[src/rtl/dot_product_accumulator.sv]
// Sums a programmed number of unsigned products and presents the total over a valid/ready result port.
// Latency: res_valid rises one cycle after the last accepted beat (one cycle after start when len==0).
// Backpressure: p_ready is high only in ACCUM; res_data holds while res_ready is low. Optional macro: DOT_ACC_SATURATE_EN.
module dot_product_accumulator #(
    parameter int WIDTH     = 8,
    parameter int ACC_WIDTH = 2*WIDTH+8,
    parameter int LEN_WIDTH = 8
) (
    input  logic                 clk,
    input  logic                 rst_n,
    input  logic                 start,
    input  logic [LEN_WIDTH-1:0] len,
    input  logic                 clear,
    input  logic                 p_valid,
    output logic                 p_ready,
    input  logic [2*WIDTH-1:0]   p_data,
    output logic                 res_valid,
    input  logic                 res_ready,
    output logic [ACC_WIDTH-1:0] res_data,
    output logic                 res_ovf,
    output logic                 busy
);

    typedef enum logic [1:0] {IDLE, ACCUM, DONE} state_t;

    state_t                 state, state_nxt;
    logic [ACC_WIDTH-1:0]   acc;
    logic [ACC_WIDTH-1:0]   acc_add;
    logic [ACC_WIDTH:0]     sum;
    logic [LEN_WIDTH-1:0]   count;
    logic [LEN_WIDTH-1:0]   len_q;
    logic                   ovf;
    logic                   xfer;
    logic                   last;

    // Handshake outputs decode straight from the state register.
    assign p_ready   = (state == ACCUM);
    assign res_valid = (state == DONE);
    assign busy      = (state != IDLE);
    assign res_data  = acc;
    assign res_ovf   = ovf;

    assign xfer = p_valid & p_ready;
    assign last = (count == len_q - LEN_WIDTH'(1));
    assign sum  = {1'b0, acc} + (ACC_WIDTH+1)'(p_data);

`ifdef DOT_ACC_SATURATE_EN
    assign acc_add = sum[ACC_WIDTH] ? {ACC_WIDTH{1'b1}} : sum[ACC_WIDTH-1:0];
`else
    assign acc_add = sum[ACC_WIDTH-1:0];
`endif

    always_ff @(posedge clk or negedge rst_n) begin
        if (!rst_n) begin
            state <= IDLE;
        end else begin
            state <= state_nxt;
        end
    end

    always_comb begin
        state_nxt = state;
        if (clear) begin
            state_nxt = IDLE;
        end else begin
            case (state)
                IDLE: begin
                    if (start) begin
                        state_nxt = (len == '0) ? DONE : ACCUM;
                    end
                end
                ACCUM: begin
                    if (xfer && last) begin
                        state_nxt = DONE;
                    end
                end
                DONE: begin
                    if (res_ready) begin
                        state_nxt = IDLE;
                    end
                end
                default: state_nxt = IDLE;
            endcase
        end
    end

    always_ff @(posedge clk or negedge rst_n) begin
        if (!rst_n) begin
            acc   <= '0;
            count <= '0;
            len_q <= '0;
            ovf   <= 1'b0;
        end else if (clear) begin
            acc   <= '0;
            count <= '0;
            ovf   <= 1'b0;
        end else if (state == IDLE) begin
            if (start) begin
                len_q <= len;
                acc   <= '0;
                count <= '0;
                ovf   <= 1'b0;
            end
        end else if (xfer) begin
            acc   <= acc_add;
            count <= count + LEN_WIDTH'(1);
            if (sum[ACC_WIDTH]) begin
                ovf <= 1'b1;
            end
        end
    end

endmodule

[config.mk]
export PLATFORM = sky130hd
export DESIGN_NAME = dot_product_accumulator
export DESIGN_NICKNAME = d
export VERILOG_FILES = /design/src/rtl/dot_product_accumulator.sv
export SDC_FILE = /design/constraint.sdc
export NUM_CORES = 1
export LEC_CHECK = 0
export CELL_PAD_IN_SITES_DETAIL_PLACEMENT = 2
export CELL_PAD_IN_SITES_GLOBAL_PLACEMENT = 2
export CORE_UTILIZATION = 35
export CTS_BUF_LIST = sky130_fd_sc_hd__clkbuf_8
export CTS_CLUSTER_DIAMETER = 120
export DETAILED_ROUTE_END_ITERATION = 7
export PLACE_DENSITY = 0.83
export SLEW_MARGIN = 0
export SYNTH_ARGS = -nofsm -noshare
export SYNTH_HDL_FRONTEND = slang
export SYNTH_SLANG_ARGS = --single-unit
export TNS_END_PERCENT = 5
[constraint.sdc]
create_clock -name clk -period 5.7 [get_ports clk]
set_input_delay 1.14 -clock clk [delete_from_list [all_inputs] [get_ports clk]]
set_output_delay 1.14 -clock clk [all_outputs]
set_load 0.01 [all_outputs]
**Word-level counts from Yosys, hierarchy flattened**

Index checks and enable logic that the tools add are counted.

- Equal/unequal tests: 6
- Reduce and logical (&&, ||, !) cells: 10
- $add $sub $neg: 3
- Mux-type cells: 19
- Bitwise gates (word level): 2

Operator list:

| operator | count |
|---|---|
| $mux W24 | 4 |
| $mux W8 | 4 |
| $add A24 B16 Y25 | 1 |
| $mux W2 | 5 |
| $reduce_and A3 Y1 | 3 |
| $add A8 B1 Y8 const B | 1 |
| $eq A8 B8 Y1 | 1 |
| $logic_not A8 Y1 | 1 |
| $sub A8 B1 Y8 const B | 1 |
| $ne A3 B2 Y1 const B | 2 |
| $pmux W2 S3 | 1 |
| $reduce_bool A3 Y1 | 2 |
| $mux W1 | 5 |
| $ne A3 B3 Y1 const B | 1 |
| $eq A2 B1 Y1 const B | 1 |
| $eq A2 B2 Y1 const B | 1 |
| $logic_not A2 Y1 | 1 |
| $reduce_and A2 Y1 | 1 |
| $reduce_bool A2 Y1 | 1 |
| $and A1 B1 Y1 | 1 |
| $logic_and A1 B1 Y1 | 1 |
| $not A1 Y1 | 1 |

- Input port bits: 30
- Bits in registers: 43
- Word-level logic and storage cells: 45

**Longest topological paths before layout**

Gate-level depths: netlist of the first run.

- Depth after elaboration: 6
- Depth in mapped cells: 9

**Least setup slack after synthesis of the first run**

OpenSTA, ideal clock, no wires.

- Path type: input -> register
- Start point: input p_data[0]
- End point: register acc[14], in the netlist res_data[14]
- Stages: 9
- Path buffers: 0
- Required time: 5.579 ns
- Library setup time: 0.121 ns
- Slack: 2.583 ns
- Arrival: 2.996 ns
- Cell sequence: ha_1 fa_1 a21oi_1 nor2_1 or4_4 nand4_2 o21ai_2 xor2_1 a22o_1

- Word-level cells in the longest chain between the ends: 4

Ends and longest elaborated chain:

| what | RTL line | source |
|---|---|---|
| start: declaration | 16 | `input logic [2*WIDTH-1:0] p_data,` |
| $add A24 B16 Y25 | 45 | `assign sum = {1'b0, acc} + (ACC_WIDTH+1)'(p_data);` |
| $mux W24 | 104 | `end else if (xfer) begin` |
| $mux W24 | 97 | `end else if (state == IDLE) begin` |
| $mux W24 | 93 | `end else if (clear) begin` |
| end signal: assignment | 94 | `acc <= '0;` |
| end signal: assignment | 100 | `acc <= '0;` |
| end signal: assignment | 105 | `acc <= acc_add;` |
| end: declaration | 27 | `logic [ACC_WIDTH-1:0] acc;` |

Every way passes these cells. The select of a mux whose other input is x is not followed.
A chain may end at the register's enable or synchronous reset.

**Final worst setup path of the first run**

- Start point: input p_data[0]
- End point: register acc[12], in the netlist res_data[12]

The elaborated chain is that of the path after synthesis.

==> flow_summary.yaml, run 1 <==
run_status:
  outcome: "finished, violations left"
  violations: "design-rule violations"
flow_run:
  maxCapViolCount: 0
hold_path:
  holdPathStages: 2
  min_path_type: "flop to flop"
  hp-start: "res_ovf"
yosys:
  yosysWarnings: 0
  synth_nets: 358
  synth_edf_count: 0
  synth.avg_cell_area_um2: 9.48
  synth_seq_cells: 43
  synth_ff_type: "dfrtp_1"
  synthCells: 309
  ys_types: 56
  async_flop_share_pct: 100
  yosysSeqAreaShare_pct: 36.7
  syn-cell-area_mm2: 0.00293
floorplan:
  num_rows: 33
  dieWidth_um: 93.5
  die_h_um: 93.5
  io_pins: 58
  core_area_mm2: 0.00818
  initial_core_util_pct: 35.8
  fp.dieArea_mm2: 0.00874
power_and_ir_drop:
  finalPower_mw: 0.784
  ir_drop_mv: 0.106
  power.leakage_nw: 1.60
  power.density_mw_per_mm2: 212
timing:
  fin_skew_ps: 8.09
  final-max-slew-violation-count: 0
  fmax_mhz: 292
  setup_viol: 0
  finalCritPeriodShare_pct: 60.0
  period_minus_slack_ps: 3420
  relSlewSlack_pct: 30.5
  setup-tns-final_ps: 0
  hold_viol: 0
  tightest_slew_ps: 1040
  rsz0062_at_grt: "false"
worst_setup_path:
  cp_num_buf_inv: 1
  rr_startpoint: "res_data[0]"
  critPathLaunchType: "primary input"
  critPathSlowestCell: "o41a_1"
  startpoint: "p_data[0]"
  cp_max_fo: 3
  path_cells: "clkdlybuf4s50_1, ha_1, fa_1, a21oi_1, nor2_1, o41a_1, o21ai_2, nand2_1, xor2_1, a22o_1"
  cp.depth: 10
  critPathRequiredTime_ps: 5890
  slowest_delay_ps: 430
  r2r.worst_path.cells: 9
  crit_path_end_kind: "flop"
  crit_type: "primary input to flop"
  crit_family: "compound AO/OA/AOI/OAI gates"
  critPathArrivalTime_ps: 3620
cells_and_area:
  final_common_cell: "clkdlybuf4s50_1"
  layout-drive-gt1-share_pct: 8.70
  final_util_pct: 45.2
  diodes: 0
  layout_common_cells: "clkdlybuf4s50_1 (56), dfrtp_1 (43), nor2_1 (34)"
  stdcell_count: 473
  area_delta_synth_final_pct: 26.1
  finalInstanceArea_mm2: 0.00369
  fin_nets: 416
  fill_cells: 897
place:
  placed_cells: 465
  globalplace.congestion: 0.823
  place_hpwl_um: 6440
  portBuffers: 57
  dpl-instance-area_mm2: 0.00361
global_routing:
  grt_pass1_vias: 2823
  antenna_found_initial: 0
  grtUsageTotal_pct: 21.0
  gr-total-overflow: 0
  grt_pass1_wl_um: 14300
  grt_max_degree: 44
clocking:
  cts_htree_levels: 2
  cts_root_buffer: "clkbuf_8"
  ctsResizeCount: 0
  cts_buffer_depth: 2
  holdBufCountCts: 0
  worst_skew_pair.late_latency_ps: 310
  cts_setup_buffers: 0
  cts.sink_count: 43
  clk_pin_slew_ps: 90
  cts_made_buffers: 5
  cts_tree: "done"
route:
  vias: 2602
  ant_nets: 0
  drtIter0Drc: 70
  routed_wl_um: 8720
  drtPass1Iterations: 6
  wl_per_cell_um: 18.4
  routed_via_density: 5.50
  drc: 2
## metal layers
layer  vias to the layer above  routed length [µm]  GRT usage [%]
li1                       1229                   -              -
met5                         -                   0              0
met4                         0                  64           4.23
met1                      1324                4150           27.1
met3                         6                 231           2.76
met2                        43                4270           37.3
## tightest hold or removal path, cell delays in order (launching register included)
cell	delay, ps
dfrtp_1	370
a31oi_1	50
nor2_1	80
## through the flow
step,setup slack (ps),hold slack (ps)
after CTS,2270,541
after global routing,2120,559
after floorplan,2580,502
final,2280,528
after detailed placement,1980,520
after global placement,2020,503
## where the power goes
part / internal [mW] / switching, mW / total, mW
logic: 0.109 / 0.118 / 0.227
registers: 0.325 / 0.0279 / 0.353
clock network: 0.0843 / 0.120 / 0.205
## registers in the layout (all words and copies together) (netlist names)
name	flops
res_data	24
count	8
len_q	8
state	2
res_ovf	1
## synthesized netlist by cell type (3+ instances only)
| library cell | n | share of area, % |
|---|---|---|
| a21o_1 | 3 | 0.77 |
| a21oi_1 | 14 | 2.4 |
| a22o_1 | 16 | 4.8 |
| a31oi_1 | 3 | 0.64 |
| and3_1 | 4 | 0.85 |
| clkbuf_1 | 6 | 0.77 |
| dfrtp_1 | 43 | 37 |
| ha_1 | 18 | 7.7 |
| inv_1 | 7 | 0.90 |
| mux2_2 | 7 | 2.7 |
| mux2i_1 | 4 | 1.4 |
| nand2_1 | 31 | 4.0 |
| nand2b_1 | 3 | 0.64 |
| nand3_1 | 11 | 1.9 |
| nand4_1 | 5 | 1.1 |
| nor2_1 | 34 | 4.4 |
| nor3_1 | 6 | 1.0 |
| nor3b_1 | 3 | 0.77 |
| o21a_1 | 3 | 0.77 |
| o21ai_0 | 8 | 1.4 |
| or4_1 | 3 | 0.77 |
| xnor2_1 | 21 | 6.3 |
| xor2_1 | 14 | 4.2 |
## area by class of cell
type	count	area [µm²]	share of cell area, %
well taps	105	131	3.56
flip-flops and latches	43	1080	29.1
inverters	7	26.3	0.711
multi-input cells	251	1790	48.6
clock buffers	5	68.8	1.86
repair buffers	59	581	15.7
clock inverters	3	16.3	0.440
## cell families after synthesis
family,Yosys count,share of synthesized area [%]
simple gates,115,19.8
compound gates,71,18.6
buf+inv,15,2.01
flops,43,36.7
fa+ha+maj,19,8.37
xor+xnor,35,10.5
mux,11,4.06
## final timing paths
| kind | end | slack [ps] |
|---|---|---|
| setup / recovery | res_data[12] | 2280 |
| hold / removal | res_ovf | 530 |
| setup reg to reg | res_data[12] | 3140 |
| hold reg to reg | res_ovf | 530 |
| max in group asynchronous | res_data[8] | 4040 |
| min in group asynchronous | res_data[4] | 990 |
Power figures use the tool's default switching activity.
==> run 2: changes to the inputs <==
CORE_UTILIZATION = 33   (was 35)
PLACE_DENSITY = 0.79   (was 0.83)
clock period = 3.25 ns   (was 5.7 ns; I/O delays follow)
==> run 2 against run 1 <==
Net effect:
- the run now ends clean
- via count down 0.58%
- sequential cell count unchanged
- cell area up 0.61%
- global-route usage down 0.82 points
- sequential power up 75%
- critical path depth unchanged
- clock power up 73%
- wire length down 0.79%
- critical path type unchanged
==> flow_summary.yaml, run 2 (synthesis results as in run 1) <==
run_status:
  outcome: "complete, no violations"
clocking:
  clk_pin_slew_ps: 90
  cts_setup_buffers: 0
  cts_buffer_depth: 2
  cts.sink_count: 43
  worst_skew_pair.late_latency_ps: 310
  cts_tree: "done"
  cts_made_buffers: 5
  cts_htree_levels: 2
  cts_root_buffer: "clkbuf_8"
  holdBufCountCts: 0
  ctsResizeCount: 0
worst_setup_path:
  path_cells: "clkdlybuf4s50_1, ha_1, fa_1, a21oi_1, nor2_1, o41a_1, o21ai_2, nand2_1, xor2_1, a22o_1"
  startpoint: "p_data[0]"
  critPathRequiredTime_ps: 3450
  r2r_setup_slack_ps: 630
  crit_path_end_kind: "flop"
  cp_max_fo: 3
  crit_family: "compound AO/OA/AOI/OAI gates"
  endpoint: "res_data[12]"
  critPathLaunchType: "primary input"
  crit_type: "primary input to flop"
  cp_num_buf_inv: 1
  critPathSlowestCell: "fa_1"
  critPathArrivalTime_ps: 3170
  rr_startpoint: "res_data[0]"
  r2r.worst_path.cells: 9
  r2r_end: "res_data[12]"
  cp.depth: 10
  slowest_delay_ps: 420
power_and_ir_drop:
  power.density_mw_per_mm2: 369
  ir_drop_mv: 0.161
  power.leakage_nw: 1.62
  power.internal_mw: 0.909
  combPwrFrac_pct: 29.1
  clockPowerShare_pct: 25.9
  switching_share_pct: 33.7
  power.switching_mw: 0.463
  finalPower_mw: 1.37
  seqPwrFrac_pct: 45.1
global_routing:
  grt_pass1_vias: 2804
  grt_pass1_wl_um: 14100
  grtUsageTotal_pct: 20.2
  gr-total-overflow: 0
  antenna_found_initial: 0
  grt_max_degree: 44
timing:
  fmax_mhz: 337
  relSlewSlack_pct: 30.9
  setup-tns-final_ps: 0
  hold_viol: 0
  period_minus_slack_ps: 2970
  fin_ws_ps: 284
  fin_skew_ps: 9.14
  tightest_slew_ps: 1040
  rsz0062_at_grt: "false"
  finalCritPeriodShare_pct: 91.3
  setup_viol: 0
  final-max-slew-violation-count: 0
floorplan:
  fp.dieArea_mm2: 0.00926
  num_rows: 34
  core_area_mm2: 0.00864
  io_pins: 58
  dieWidth_um: 96.2
  initial_core_util_pct: 33.9
  die_h_um: 96.2
place:
  globalplace.congestion: 0.789
  place_ws_ps: -21.4
  dpl-instance-area_mm2: 0.00363
  place_hpwl_um: 6620
  portBuffers: 57
cells_and_area:
  fin_nets: 419
  diodes: 0
  layout_common_cells: "clkdlybuf4s50_1 (56), dfrtp_1 (43), nor2_1 (34)"
  layout-drive-gt1-share_pct: 9.16
  fill_cells: 973
  final_common_cell: "clkdlybuf4s50_1"
  largest_reg_flops: 24
  finalInstanceArea_mm2: 0.00372
  area_delta_synth_final_pct: 26.9
route:
  drtIter0Drc: 39
  routed_via_density: 5.40
  vias: 2587
  drtPass1Iterations: 4
  wl_per_cell_um: 18.1
  routed_wl_um: 8650
  drc: 0
  ant_nets: 0
hold_path:
  min_path_type: "primary input to async pin"
flow_run:
  maxCapViolCount: 0
## run 2: cell types whose count changed in the layout (fill, tap and decap cells not counted)
cell,delta
inv_1,+1
clkinvlp_4,-1
buf_4,+3
## run 2: worst reg2reg max path, stage by stage, from the launching register on
cell and delay [ps]:
dfrtp_1 410, ha_1 250, fa_1 420, a21oi_1 200, nor2_1 120, o41a_1 410
o21ai_2 240, nand2_1 100, xor2_1 150, a22o_1 210
## run 2: power by group through the flow
stage | combinational [mW] | clock (mW) | sequential (mW)
floorplan | 0.252 | 0 | 0.621
global placement | 0.383 | 0 | 0.627
detailed placement | 0.400 | 0 | 0.629
CTS | 0.405 | 0.363 | 0.619
global route | 0.439 | 0.383 | 0.625
finish | 0.399 | 0.355 | 0.618
## run 2: worst min path at each step
stage,from,endpoint,slack (ps),depth (start not counted)
after floorplan,rst_n,count[0],350,0
after global placement,res_ovf,res_ovf,500,2
after detailed placement,res_ovf,res_ovf,520,2
after CTS,res_ovf,res_ovf,540,2
after global routing,len_q[7],len_q[7],580,1
final,rst_n,res_data[6],510,1
## run 2: metrics by stage
step	cells	hold slack (ps)	utilization, %
2_1_floorplan	309	354	-
3_3_place_gp	471	501	42.1
3_5_place_dp	471	523	42.1
4_1_cts	479	542	43.0
5_1_grt	479	580	43.0
6_report	479	515	43.0
## run 2: area by class of cell
cell class,instances,area (µm²),share of cell area (%)
clock inverters,3,12.5,0.337
flip-flops and latches,43,1080,29.0
repair buffers,62,603,16.2
multi-input cells,251,1790,48.3
clock buffers,5,68.8,1.85
well taps,108,135,3.64
inverters,7,26.3,0.707
## run 2: routing by layer
metal	wire, µm	vias to the layer above	GRT usage [%]
li1	-	1242	-
met1	4020	1301	25.8
met2	4360	37	35.8
met3	194	7	2.84
met4	74	0	4.48
met5	0	-	0
